[config.mk]
export PLATFORM = sky130hd
export DESIGN_NAME = hazard_ctrl
export DESIGN_NICKNAME = d
export VERILOG_FILES = /design/src/rtl/hazard_ctrl.sv
export SDC_FILE = /design/constraint.sdc
export NUM_CORES = 1
export LEC_CHECK = 0
export ABC_AREA = 1
export CORE_MARGIN = 2
export CORE_UTILIZATION = 30
export DETAILED_ROUTE_END_ITERATION = 8
export HOLD_SLACK_MARGIN = 0.08
export PLACE_DENSITY_LB_ADDON = 0.05
export SYNTH_ARGS = -nofsm -noshare
export SYNTH_HDL_FRONTEND = slang
export SYNTH_SLANG_ARGS = --single-unit
[constraint.sdc]
create_clock -name clk -period 4 [get_ports clk]
set_input_delay 0.8 -clock clk [delete_from_list [all_inputs] [get_ports clk]]
set_output_delay 0.8 -clock clk [all_outputs]
set_load 0.02 [all_outputs]
[src/rtl/hazard_ctrl.sv]
// hazard_ctrl: pipeline hazard FSM (load-use stall, branch flush, memory wait)
// with saturating stall/redirect performance counters.
module hazard_ctrl #(
    parameter int XLEN  = 32,
    parameter int CNT_W = 16
) (
    input  logic             clk,
    input  logic             rst,
    input  logic [XLEN-1:0]  id_instr,
    input  logic [XLEN-1:0]  ex_instr,
    input  logic             branch_en,
    input  logic [XLEN-1:0]  branch_addr,
    input  logic             mem_busy,
    input  logic             cnt_clr,
    output logic             halt,
    output logic             taken_branch,
    output logic             fetch_stall,
    output logic             pc_load,
    output logic [XLEN-1:0]  pc_target,
    output logic [CNT_W-1:0] stall_cnt,
    output logic [CNT_W-1:0] flush_cnt
);
    typedef enum logic [2:0] {RUN, LD_STALL, FLUSH1, FLUSH2, MEM_WAIT} state_t;
    state_t state, next;
    logic [6:0] id_op;
    logic [4:0] ex_rd;
    logic rs1_used, rs2_used, load_use, take;
    logic unused_bits;
    assign id_op = id_instr[6:0];
    assign ex_rd = ex_instr[11:7];
    assign rs1_used = id_op inside {7'b0110011, 7'b0010011, 7'b1100011, 7'b1100111, 7'b0000011, 7'b0100011};
    assign rs2_used = id_op inside {7'b0110011, 7'b1100011, 7'b0100011};
    assign load_use = ex_instr[6:0] == 7'b0000011 && ex_rd != 5'd0 &&
                      ((rs1_used && id_instr[19:15] == ex_rd) || (rs2_used && id_instr[24:20] == ex_rd));
    // execute can only raise a redirect while it is not halted
    assign take = branch_en && (state == RUN || state == FLUSH1 || state == FLUSH2);
    assign unused_bits = ^{id_instr[XLEN-1:25], id_instr[14:7], ex_instr[XLEN-1:12]};
    always_comb begin
        next = state;
        case (state)
            RUN:      next = take ? FLUSH1 : mem_busy ? MEM_WAIT : load_use ? LD_STALL : RUN;
            LD_STALL: next = mem_busy ? MEM_WAIT : RUN;
            FLUSH1:   next = take ? FLUSH1 : FLUSH2;
            FLUSH2:   next = take ? FLUSH1 : mem_busy ? MEM_WAIT : RUN;
            MEM_WAIT: next = mem_busy ? MEM_WAIT : RUN;
            default:  next = RUN;
        endcase
    end
    assign halt         = state == LD_STALL || state == MEM_WAIT;
    assign fetch_stall  = halt;
    assign taken_branch = state == FLUSH1 || state == FLUSH2;
    assign pc_load      = state == FLUSH1;
    always_ff @(posedge clk or negedge rst) begin
        if (!rst) begin
            state     <= RUN;
            pc_target <= '0;
            stall_cnt <= '0;
            flush_cnt <= '0;
        end else begin
            state     <= next;
            if (take) pc_target <= branch_addr;
            stall_cnt <= cnt_clr ? '0 : (halt && !(&stall_cnt)) ? stall_cnt + 1'b1 : stall_cnt;
            flush_cnt <= cnt_clr ? '0 : (take && !(&flush_cnt)) ? flush_cnt + 1'b1 : flush_cnt;
        end
    end
endmodule

==> metrics.md <==
| Metric | Value |
|---|---|
| Largest net degree at the start of global routing | `36` |
| Syn Inst Count | `449` |
| YS warnings | `0` |
| Count leader, synth | `nand2_1` |
| Drt pass-1 iters | `4` |
| Async S/R FF share, synth | `100%` |
| Sequential Power Share | `32.7%` |
| Die area | `0.0131 mm²` |
| CTS sink count | `67` |
| Layout Nets | `690` |
| Fill count | `1213` |
| Initial DRC Count | `212` |
| Setup TNS | `0 ns` |
| Pint | `between 1.5 and 2 mW` |
| Synth Cell Area | `0.00366 mm²` |
| Mean post-synth cell area | `8.15 µm²` |
| Synth area leader | `dfrtp_1` |
| Delay-heaviest family, CP | `buffers and inverters` |
| Synth Area in Simple Gates | `31.0%` |
| CP Launch Type | `flop` |
| XOR/XNOR Fraction of Synth Area | `2.87%` |
| Crit end category | `output port` |
| Max Freq | `378 MHz` |
| Slew @ Worst Pin | `0.591 ns` |
| CP bufs+invs | `2` |
| Cts repair resizes | `0` |
| CTS Hold Bufs | `0` |
| Port Buffers | `133` |
| Die X | `approximately 110 µm` |
| # diodes | `0` |
| Max-slew violations | `0` |
| Synth top area share | `45.8%` |
| Total routed wirelength | `between 9000 and 10000 µm` |
| Multi-input gate area | `~0.0018 mm²` |
| Grt total ovfl | `0` |
| Die height | `114 µm` |
| Fin. Hold Viols | `0` |
| CTS HTree Levels | `3` |
| Crit-path max FO | `3` |
| Switching share of power | `33.4%` |
| Max Cap Violations | `0` |
| Post-synth top cells | `146 x nand2_1, 67 x dfrtp_1, 54 x nor2_1, 39 x inv_1, 32 x mux2_2` |
| Max stage delay on crit path | `0.60 ns` |
| Final setup vio count | `0` |
| DP HPWL | `7160 µm` |
| Synth Area in Compound Gates | `3.59%` |
| Pwr dens | `548 mW/mm²` |
| Top cells by area, synth | `dfrtp_1 46%, nand2_1 15%, mux2_2 9.9%` |
| Clock Tree Buf Depth | `2` |
| Crit path cell chain | `o21ai_0 -> nand2_1 -> inv_1 -> clkdlybuf4s50_1` |
| Worst Path Arrival | `1.85 ns` |
| Synth cell types | `30` |
| Num rows | `40` |
| Synth Area in Adders | `0.684%` |
| Predominant post-synthesis flop cell | `dfrtp_1` |
| Share of total power in the clock network | `around 28%` |
| Period utilization | `66.2%` |
| Relative slew slack | `between 60% and 70%` |
| Vias in the first global route | `3338` |
| Via count | `3376` |
| DRT antenna net count | `0` |
| Combinational group share of total power | `roughly two fifths` |
| Antenna violations before repair | `0` |
| #FFs+latches synth | `67` |
| Leakage | `2.44 nW` |
| Gr usage total | `15.9%` |
| WP data required | `between 3 and 4 ns` |
| Net Count, Synth | `552` |
| FF/Latch Area | `0.00168 mm²` |
| DP Cell Count | `slightly above 700` |
| Worst-path clk slew | `0.06 ns` |
| Num CTS Buffers | `9` |
| P&R area growth vs syn | `49.0%` |
| Ports | `169` |
| EDFF count, synth | `0` |
| Global-route wire length before repair | `16300 µm` |
| Root buffer cell | `clkbuf_16` |
| RSZ-0062 raised after global routing | `false` |
| Largest family of logic cells by synthesized area | `simple AND/OR/NAND/NOR gates` |
| Starting Density | `30.6%` |
| Worst skew pair latency | `approximately 0.34 ns` |
| Skew final | `0.00594 ns` |
| # Post-CTS Setup Buffers | `0` |
| CTS tree | `done` |
| Net Sw Power | `997 µW` |
| Peak VDD IR | `0.456 mV` |
| Placer Congestion | `0.808` |
| Core area | `0.0120 mm²` |
| Drt wl/cell | `13.2 µm` |
| Post-route insts no fill | `739` |
| Sequential area share after synthesis | `a little under half` |
| Crit Path Category | `reg2out` |
| Run status | `finished, final reports clean` |
| Critical-path top delay cell | `clkdlybuf4s50_1` |
| Mux share of post-synthesis cell area | `9.85%` |
| Share of cells above drive strength 1 | `10.6%` |
| Post-route DRC | `0` |
| Tmin final | `2.65 ns` |
| Hold Path Class | `in2async` |
| Via density | `4.57` |
-- routing by layer --
metal	GRT usage [%]	up-vias	part of all wire (%)
met2	24.0	89	46
met4	5.37	0	1.0
met5	0	-	0
li1	-	1730	-
met1	20.2	1552	45
met3	7.31	5	8.9
-- power groups by stage --
stage	clock, mW	combinational, mW	sequential (mW)
5_1_grt	0.890	1.26	1.00
3_5_place_dp	0	1.19	0.985
6_report	0.837	1.17	0.975
4_1_cts	0.866	1.19	0.978
3_3_place_gp	0	1.19	0.974
2_1_floorplan	0	0.400	1.20
-- state kept, by name, indices dropped and copies added (netlist names) --
name and cells:
pc_target 32, flush_cnt 16, stall_cnt 16, state 3
-- metrics by stage --
stage	utilization, %	setup slack (ns)	area [µm²]	power [mW]	hold slack (ns)
CTS	45.5	1.33	5450	3.04	0.482
detailed placement	43.0	1.22	5140	2.17	0.497
floorplan	-	2.14	3660	1.60	0.504
global route	45.5	1.21	5450	3.16	0.516
global placement	43.0	1.25	5140	2.17	0.487
finish	45.5	1.35	5450	2.99	0.462
-- worst register-to-register path, delay by kind of cell (launching register included) --
family	cells	cell delay, ns
AOI/OAI and AO/OA	1	0.20
and+or+nand+nor	5	0.93
buffers and inverters	3	0.46
DFF	1	0.39
adders and majority gates	1	0.24
-- cell type report --
type	instances	share of cell area [%]
multi-input cells	329	32.2
well taps	147	3.38
clock inverters	6	1.47
inverters	42	2.89
clock buffers	10	4.20
repair buffers	138	25.0
flip-flops and latches	67	30.8
-- cells by family after synthesis --
family / Yosys count
AO/OA/AOI/OAI: 21
adder cells (fa/ha/maj): 2
AND/OR/NAND/NOR: 262
multiplexers: 32
flip-flops: 67
XOR/XNOR: 12
buffers and inverters: 53
-- path summary, 6_finish.rpt --
check / slack [ns] / startpoint / cells past startpoint / end
worst max-delay path: 1.35 / state[0] / 4 / fetch_stall
worst min-delay path: 0.46 / rst / 1 / stall_cnt[12]
worst max register to register: 1.69 / flush_cnt[0] / 10 / flush_cnt[13]
worst min register to register: 0.50 / pc_target[16] / 1 / pc_target[16]
max in group asynchronous: 2.77 / rst / 2 / pc_target[3]
min in group clk: 0.50 / pc_target[16] / 1 / pc_target[16]
-- layout by cell type (no fill, tap or decap), types with 2 or more instances in the layout --
| master | n |
|---|---|
| nor2_1 | 54 |
| ha_1 | 2 |
| clkdlybuf4s50_1 | 132 |
| nand3_1 | 26 |
| dfrtp_1 | 67 |
| or2_2 | 2 |
| nand4_1 | 20 |
| mux2_2 | 32 |
| inv_2 | 2 |
| nand3b_1 | 4 |
| bufinv_16 | 2 |
| nor3_1 | 3 |
| nor2_2 | 2 |
| clkinv_2 | 4 |
| buf_4 | 5 |
| o21ai_0 | 11 |
| nand2_1 | 146 |
| inv_1 | 39 |
| a21oi_1 | 3 |
| clkbuf_16 | 9 |
| o21bai_1 | 5 |
| xor2_1 | 11 |
(Power assumes the default switching activity.)
==> RTL edit (config.mk and constraints unchanged) <==
Encoding of `state_t`: now one-hot (5 bits for 5 states).
--- a/src/rtl/hazard_ctrl.sv
+++ b/src/rtl/hazard_ctrl.sv
@@ -21,5 +21,5 @@
     output logic [CNT_W-1:0] flush_cnt
 );
-    typedef enum logic [2:0] {RUN, LD_STALL, FLUSH1, FLUSH2, MEM_WAIT} state_t;
+    typedef enum logic [4:0] {RUN = 5'b00001, LD_STALL = 5'b00010, FLUSH1 = 5'b00100, FLUSH2 = 5'b01000, MEM_WAIT = 5'b10000} state_t;
     state_t state, next;
     logic [6:0] id_op;
Function: no difference found for any inputs over 10 cycles, from zero or initial values and one cycle with rst low; not proved beyond that.
==> RTL edit against the original RTL <==
  * Design area grew 4.1%
  * Critical path depth is the same
  * Via count grew 11%
  * Setup slack lost 0.058 ns
  * Sequential share of layout area shrank 0.30 points
  * Final cell count grew 16%
  * Synthesized area grew 5.9%
  * Routed wire length grew 6.9%
  * Total power grew 0.22%
  * Hold slack lost 0.064 ns
  * Sequential cell count grew 2
  * Synthesized cell count grew 22%
==> RTL edit: results (changes against the original RTL) <==
Pre-antenna DRT Iters 6 (+2); layout net count 783 (+13%); WL/cell 12.16 um (-7.7%); outcome completed; Yosys top cell area share 43.94% (-1.9 points); post-synthesis cell type count 31 (+3.3%); reg2reg setup slack 1.99 ns (+0.30 ns); setup bufs post-CTS 0 (unchanged); relative slew slack 54.34% (-6.3 points); VDD IR-drop max 0.2895 mV (-37%); Worst R2R Path Depth 8 (-2); Post-Syn Nets 649 (+18%); Placement Setup Slack 1.619 ns (+0.3959 ns); RR Endpoint stall_cnt[9]; Post-DP Area 5355 sq um (+4.2%); Setup Skew 0.009773 ns (+0.003832 ns); vias after detailed routing 3754 (+11%); clk slew on worst S/H paths 0.06 ns (about the same); hold_ws 0.3981 ns (-0.06430 ns); Commonest cells post-synth nand2_1 (250), dfrtp_1 (68), nor2_1 (65), inv_1 (40), nand3_1 (39); Resized cells post-CTS 0 (unchanged); Fmax 369.4 MHz (-2.2%); post-synthesis sequential area ratio 44.62% (-1.2 points); XOR/XNOR Fraction of Synth Area 3.619% (+0.74 points); CTS Buf Count 9 (unchanged); Avg Inst Size Synth 7.092 sq um (-13%); layout cells sized above 1 5.556% (-5.1 points); Compound-Gate Fraction of Synth Area 1.842% (-1.8 points); top post-synthesis cells by area dfrtp_1 (44%), nand2_1 (24%), nor2_1 (6.3%), nand3_1 (5.0%), inv_1 (3.9%); worst-path maximum fanout 4 (+1); crit path DAT 1.91 ns (+0.06 ns); Overall Global Routing Usage 15.72% (-0.21 points); GPL Wtd Cong 0.8539 (+5.7%); number of global-route vias before repair 3590 (+7.5%); adder-cell share of the synthesized area 0.6462% (-0.038 points); placed cells 841 (+16%); Primary FF master, synth dfrtp_1; mux share of post-synthesis cell area 0% (-9.9 points); pin count of the biggest net entering global routing 52 (+44%); Leak Pwr 0.002734 uW (+12%); Critical R2R Launch stall_cnt[0]; Crit. Startpoint state[3]; first-pass GRT wire length 17720 um (+8.7%); final wirelength 10410 um (+6.9%); later-pin clock latency in the skew report 0.34 ns (about the same); detailed placement HPWL 7504 um (+4.8%); fraction of registers with async set/reset 100.0% (unchanged); initial DRC count 200 (-5.7%)
RTL edit: cell types whose count changed in the layout (fill, tap and decap cells not counted), moves of 4 or more:
cell / unedited run / this run
nand2_1: 146 / 250
mux2_2: 32 / 0
nand3_1: 26 / 39
nor2_1: 54 / 65
o21ai_0: 11 / 3
nand4_1: 20 / 14
nand2_2: 0 / 4
nand3b_1: 4 / 0
RTL edit: cells by family (layout without fill, tap and decap cells):
| family | Yosys count | count (layout) |
|---|---|---|
| flops | 69 | 69 |
| simple gates | 391 | 391 |
| compound gates | 10 | 10 |
| fa+ha+maj | 2 | 2 |
| buf+inv | 58 | 196 |
| xor+xnor | 16 | 16 |
RTL edit: layer usage:
layer / routed length (um) / vias up / part of all wire, % / GRT usage, %
li1: - / 1967 / - / -
met1: 4761 / 1680 / 46 / 19.94
met2: 4603 / 97 / 44 / 23.91
met3: 925 / 10 / 8.9 / 7.364
met4: 116 / 0 / 1.1 / 4.518
met5: 0 / - / 0 / 0
RTL edit: cell type report:
class | instances | area, sq um
tap | 172 | 215.2
clock inverter | 4 | 72.57
fill | 1315 | 6949
sequential | 69 | 1728
clock buffer | 11 | 242.7
timing repair buffer | 138 | 1364
inverter | 43 | 163.9
multi-input combinational | 419 | 1884
RTL edit: where the power goes:
| part | leakage, uW | switching, uW | internal [uW] |
|---|---|---|---|
| clock network | 0.000152 | 298 | 558 |
| logic | 0.00167 | 658 | 489 |
| registers | 0.000908 | 107 | 883 |
| total | 0.00273 | 1060 | 1930 |
RTL edit: critical path, stage by stage (launching register included):
cell and delay (ns):
dfrtp_1 0.40, nor2_1 0.16, nand3_1 0.21, inv_1 0.18, clkdlybuf4s50_1 0.63
